## src/rtl/pincheck_seq.sv

```systemverilog
// pincheck_seq: sequencer for the pin/clock self-test block.
//
// Drives the self-test block's run enable, waits a settle gap before each
// attempt, holds RUN for a timeout window, then samples the synchronised
// status word against STATUS_MASK. A failed attempt is retried up to
// MAX_RETRIES extra times. The final pass/fail result is latched for the
// NIOS-side register file.
//
// Ports:
//   clk_i          system clock
//   rst_i          synchronous active-high reset
//   start_i        one-cycle start strobe (ignored while busy)
//   abort_i        one-cycle abort strobe (wins over a same-cycle start)
//   status_i[15:0] self-test status word, already in the clk_i domain
//   run_o          run enable to the self-test block
//   busy_o         sequence active (GAP/RUN/EVAL)
//   done_o         one-cycle pulse when a result is latched
//   result_valid_o latched result is valid
//   pass_o         latched pass flag
//   status_o[15:0] status word captured at evaluation
//   fail_mask_o    STATUS_MASK bits that read 0 (all mask bits on abort)
//   attempts_o     RUN phases started in the current or last sequence
//
// Build option:
//   PINCHECK_SEQ_EARLY_EXIT_EN  leave RUN once the masked status has read
//                               all-ones for two consecutive RUN cycles.
//
// All outputs are registered; they are computed from the next state so
// they line up with the state the sequencer is in during each cycle.

module pincheck_seq #(
  parameter int          GAP_CYCLES     = 8,
  parameter int          TIMEOUT_CYCLES = 4096,
  parameter int          MAX_RETRIES    = 2,
  parameter logic [15:0] STATUS_MASK    = 16'hFFFF
) (
  input  logic        clk_i,
  input  logic        rst_i,
  input  logic        start_i,
  input  logic        abort_i,
  input  logic [15:0] status_i,
  output logic        run_o,
  output logic        busy_o,
  output logic        done_o,
  output logic        result_valid_o,
  output logic        pass_o,
  output logic [15:0] status_o,
  output logic [15:0] fail_mask_o,
  output logic [2:0]  attempts_o
);

  typedef enum logic [2:0] {
    S_IDLE,
    S_GAP,
    S_RUN,
    S_EVAL,
    S_DONE
  } state_t;

  // Counters count down to zero, so they are loaded with length-1.
  localparam logic [7:0]  GAP_LOAD  = 8'(GAP_CYCLES - 1);
  localparam logic [15:0] TMO_LOAD  = 16'(TIMEOUT_CYCLES - 1);
  localparam logic [2:0]  RETRY_LIM = 3'(MAX_RETRIES);

  state_t      state_q, state_d;
  logic [7:0]  gap_cnt_q, gap_cnt_d;
  logic [15:0] tmo_cnt_q, tmo_cnt_d;
  logic        run_q, run_d;
  logic        busy_q, busy_d;
  logic        done_q, done_d;
  logic        result_valid_q, result_valid_d;
  logic        pass_q, pass_d;
  logic [15:0] status_q, status_d;
  logic [15:0] fail_mask_q, fail_mask_d;
  logic [2:0]  attempts_q, attempts_d;
  logic [15:0] eval_fail;

`ifdef PINCHECK_SEQ_EARLY_EXIT_EN
  // Remembers whether the previous RUN cycle already matched the mask.
  logic match_q, match_d;
  logic status_match;
  assign status_match = ((status_i & STATUS_MASK) == STATUS_MASK);
`endif

  assign eval_fail = STATUS_MASK & ~status_i;

  always_comb begin
    state_d        = state_q;
    gap_cnt_d      = gap_cnt_q;
    tmo_cnt_d      = tmo_cnt_q;
    done_d         = 1'b0;
    result_valid_d = result_valid_q;
    pass_d         = pass_q;
    status_d       = status_q;
    fail_mask_d    = fail_mask_q;
    attempts_d     = attempts_q;
`ifdef PINCHECK_SEQ_EARLY_EXIT_EN
    match_d        = match_q;
`endif

    case (state_q)
      S_IDLE, S_DONE: begin
        // A simultaneous abort cancels the start request.
        if (start_i && !abort_i) begin
          state_d        = S_GAP;
          gap_cnt_d      = GAP_LOAD;
          result_valid_d = 1'b0;
          pass_d         = 1'b0;
          attempts_d     = 3'd0;
          status_d       = 16'h0000;
          fail_mask_d    = 16'h0000;
        end
      end

      S_GAP: begin
        if (abort_i) begin
          state_d = S_DONE;
        end else if (gap_cnt_q == 8'd0) begin
          state_d   = S_RUN;
          tmo_cnt_d = TMO_LOAD;
          if (attempts_q != 3'd7) begin
            attempts_d = attempts_q + 3'd1;
          end
`ifdef PINCHECK_SEQ_EARLY_EXIT_EN
          match_d = 1'b0;
`endif
        end else begin
          gap_cnt_d = gap_cnt_q - 8'd1;
        end
      end

      S_RUN: begin
        if (abort_i) begin
          state_d = S_DONE;
        end else if (tmo_cnt_q == 16'd0) begin
          state_d = S_EVAL;
        end else begin
          tmo_cnt_d = tmo_cnt_q - 16'd1;
`ifdef PINCHECK_SEQ_EARLY_EXIT_EN
          match_d = status_match;
          if (status_match && match_q) begin
            state_d = S_EVAL;
          end
`endif
        end
      end

      S_EVAL: begin
        if (abort_i) begin
          state_d = S_DONE;
        end else begin
          status_d    = status_i;
          fail_mask_d = eval_fail;
          pass_d      = (eval_fail == 16'h0000);
          if ((eval_fail != 16'h0000) && (attempts_q <= RETRY_LIM)) begin
            state_d   = S_GAP;
            gap_cnt_d = GAP_LOAD;
          end else begin
            state_d        = S_DONE;
            done_d         = 1'b1;
            result_valid_d = 1'b1;
          end
        end
      end

      default: begin
        state_d = S_IDLE;
      end
    endcase

    // Abort from any active state: forced fail with every mask bit flagged,
    // captured status left untouched.
    if (abort_i && (state_q == S_GAP || state_q == S_RUN || state_q == S_EVAL)) begin
      done_d         = 1'b1;
      result_valid_d = 1'b1;
      pass_d         = 1'b0;
      fail_mask_d    = STATUS_MASK;
    end

    run_d  = (state_d == S_RUN) || (state_d == S_EVAL);
    busy_d = (state_d == S_GAP) || (state_d == S_RUN) || (state_d == S_EVAL);
  end

  always_ff @(posedge clk_i) begin
    if (rst_i) begin
      state_q        <= S_IDLE;
      gap_cnt_q      <= 8'd0;
      tmo_cnt_q      <= 16'd0;
      run_q          <= 1'b0;
      busy_q         <= 1'b0;
      done_q         <= 1'b0;
      result_valid_q <= 1'b0;
      pass_q         <= 1'b0;
      status_q       <= 16'h0000;
      fail_mask_q    <= 16'h0000;
      attempts_q     <= 3'd0;
`ifdef PINCHECK_SEQ_EARLY_EXIT_EN
      match_q        <= 1'b0;
`endif
    end else begin
      state_q        <= state_d;
      gap_cnt_q      <= gap_cnt_d;
      tmo_cnt_q      <= tmo_cnt_d;
      run_q          <= run_d;
      busy_q         <= busy_d;
      done_q         <= done_d;
      result_valid_q <= result_valid_d;
      pass_q         <= pass_d;
      status_q       <= status_d;
      fail_mask_q    <= fail_mask_d;
      attempts_q     <= attempts_d;
`ifdef PINCHECK_SEQ_EARLY_EXIT_EN
      match_q        <= match_d;
`endif
    end
  end

  assign run_o          = run_q;
  assign busy_o         = busy_q;
  assign done_o         = done_q;
  assign result_valid_o = result_valid_q;
  assign pass_o         = pass_q;
  assign status_o       = status_q;
  assign fail_mask_o    = fail_mask_q;
  assign attempts_o     = attempts_q;

endmodule

```

## config.mk

```make
export PLATFORM = sky130hd
export DESIGN_NAME = pincheck_seq
export DESIGN_NICKNAME = d
export VERILOG_FILES = /design/src/rtl/pincheck_seq.sv
export SDC_FILE = /design/constraint.sdc
export NUM_CORES = 1
export LEC_CHECK = 0
export BUFFER_PORTS_ARGS = -buffer_cell sky130_fd_sc_hd__buf_2
export CAP_MARGIN = 20
export CORE_MARGIN = 2
export CORE_UTILIZATION = 50
export CTS_CLUSTER_DIAMETER = 150
export DETAILED_ROUTE_END_ITERATION = 7
export PLACE_DENSITY = 0.76
export SYNTH_ARGS = -nofsm -noshare
export SYNTH_HDL_FRONTEND = slang
export SYNTH_SLANG_ARGS = --single-unit
export TNS_END_PERCENT = 20
```

## constraint.sdc

```tcl
create_clock -name clk_i -period 2.3 [get_ports clk_i]
set_input_delay 0.46 -clock clk_i [delete_from_list [all_inputs] [get_ports clk_i]]
set_output_delay 0.46 -clock clk_i [all_outputs]
set_load 0.01 [all_outputs]
```

==> metrics.cfg <==
[status]
status=finished, final reports clean

[synth]
synth_edf_count=0
ys_seq_elements=67
yosys.cell_count.top_type=a21oi_1
synth_top_cell_area_share_pct=42.0
syn_inst=391
ys_seq_area_share_pct=42.0
async_reset_ff_share_pct=0
syn-num-nets=416
ys_top_cells_by_count=68 x a21oi_1, 67 x dfxtp_1, 34 x nor2_1, 25 x nand2_1
syn_avg_cell_area_um2=8.17
yosysWarnings=0
yosysTopAreaCell=dfxtp_1
synth_area_leaders=dfxtp_1 42%, a21oi_1 11%, nor2_1 4.0%
synthFlopType=dfxtp_1
ys_types=54
netlist_area_um2=3200

[detailed_routing]
drtPass1Iterations=4
top_layer_used=met4
final_antenna_net_count=0
wl_met2_mm=3.95
met3_wirelength_um=355
via_per_inst=5.81
vias=3143
drt-total-wl_mm=8.29
drtIter0Drc=245
avgRoutedWirePerCell_um=15.3
drc=0
met1Wirelength_mm=3.74

[worst_setup_path]
cp-start-kind=flip-flop
r2r_cells=5
critical-path-top-delay-family=simple AND/OR/NAND/NOR gates
critical_path_class=flip-flop to flip-flop
slowest_stage=or4_1
path_cells=or4_1, or2_4, or4_4, a211oi_1, nor4_1
path_max_fanout=7
cpPeakStageDelay_ns=0.58
critical_path_arrival_ns=2.43
crit_required_ns=2.51
cp-end-kind=flip-flop
critPathBufInv=0
cp.depth=5

[clocking]
cts_buffer_depth=2
cts_max_level=3
clock-root-buffer=clkbuf_8
clkSlewWorstSetupHoldPaths_ns=0.07
numCtsBuffers=9
cts_hold_buf=0
insertion_delay_ns=0.35
cts_tree=built
cts_num_sinks=67

[timing]
setup_violations=0
final_max_slew_viol_count=0
setup-tns-final_ns=0
fin_ws_ns=0.0809
max_freq_mhz=451
worst_pin_slew_ns=0.869
grt_setup_unrepaired=true
finalCritPeriodShare_pct=96.5
min_period_ns=2.22
skew_ns=0.00845
hold_viol=0
timing.slew.headroom_pct=41.9

[final_layout]
n_antenna_cell=0
final-instance-count-excl-fill=541
area_delta_synth_final_pct=20.2
fillers=572
layout.nets=485
drive_above_1_share_pct=25.9

[floorplanning]
die-area_um2=7050
ios=60
die_y_um=83.9
die_w_um=83.9
start_util_pct=50.9
core_area_um2=6280
num_rows=29

[placement]
dp_cells=526
dp_worst_setup_slack_ns=0.0230
dpl.hpwl_mm=5.86
portBuffers=59
place.gp.congestion=0.915

[pwr]
leakage_uw=0.00160
power_uw=2520
vdd_ir_drop_max_mv=0.385
power_density_nw_per_um2=656

[global_routing]
grt_first_pass_wirelength_mm=13.5
grt.total_usage_pct=23.7
antenna_found_initial=0
grt.overflow.total=0
first_global_vias=2787
grt_max_degree=57

[hold_path]
hold_class=primary input to flip-flop
whs_path_depth=3

[run]
max_cap_violations=0

final timing paths:
| kind | from | endpoint | slack (ns) |
|---|---|---|---|
| setup / recovery | tmo_cnt_q[10] | tmo_cnt_q[11] | 0.08 |
| hold / removal | status_i[13] | status_o[13] | 0.39 |
| setup reg to reg | tmo_cnt_q[10] | tmo_cnt_q[11] | 0.08 |
| hold reg to reg | status_o[12] | status_o[12] | 0.45 |
worst min-delay path, cell delays in order:
cell,delay (ns)
buf_2,0.12
nand3_1,0.06
a21oi_1,0.06
state kept, by name, indices dropped and copies added, names as in the netlist, 3 cells and up:
signal	flops
fail_mask_o	16
gap_cnt_q	8
tmo_cnt_q	16
state_q	3
attempts_o	3
status_o	16
timing repair:
item,4_1_cts,5_1_grt
setup buffers,0,0
gates resized for setup,0,3
endpoints found under the setup margin,0,6
logic make-up after synthesis:
group	Yosys count	share of synthesized area [%]
flip-flops	67	42.0
AO/OA/AOI/OAI	111	20.6
buffers and inverters	41	5.60
XOR/XNOR	5	1.37
multiplexers	1	0.352
adder cells (fa/ha/maj)	5	1.96
AND/OR/NAND/NOR	161	28.2
layer usage:
layer / GRT usage, % / vias up
li1: - / 1574
met3: 5.44 / 20
met2: 35.4 / 80
met5: 0 / -
met4: 12.9 / 0
met1: 31.7 / 1469
cell type report:
class | instances | area [um2] | share of cell area [%]
multi-input combinational | 283 | 1690 | 44.0
clock inverter | 5 | 30.0 | 0.782
tap | 77 | 96.3 | 2.51
sequential | 67 | 1340 | 34.9
clock buffer | 10 | 138 | 3.58
timing repair buffer | 86 | 498 | 13.0
inverter | 13 | 48.8 | 1.27
cells in the final DEF, fill, tap and decap left out, types with 6 or more instances in the layout:
| cell | instances |
|---|---|
| nor4_1 | 8 |
| a31oi_1 | 6 |
| inv_1 | 13 |
| o31ai_1 | 9 |
| nand3_1 | 20 |
| clkbuf_8 | 10 |
| buf_4 | 27 |
| nor2_1 | 34 |
| a21oi_1 | 68 |
| or3_1 | 11 |
| nor3_1 | 15 |
| a211oi_1 | 7 |
| nand2_1 | 25 |
| buf_2 | 59 |
| nand4_1 | 6 |
| or4_1 | 11 |
| dfxtp_1 | 67 |
where the power goes:
group / switching (uW) / internal [uW] / leakage (uW) / total, uW
sequential: 34.6 / 1200 / 0.000543 / 1240
clock: 439 / 408 / 0.0000839 / 847
combinational: 244 / 192 / 0.000973 / 435
total: 718 / 1800 / 0.00160 / 2520
through the flow:
step / instance area (um2) / hold slack, ns / util [%]
final: 3840 / 0.386 / 61.2
after floorplan: 3200 / 0.458 / -
after global placement: 3660 / 0.432 / 58.3
after CTS: 3830 / 0.371 / 61.0
after detailed placement: 3660 / 0.443 / 58.3
after global routing: 3840 / 0.387 / 61.2
No activity file was read; power rests on OpenSTA's default activity.
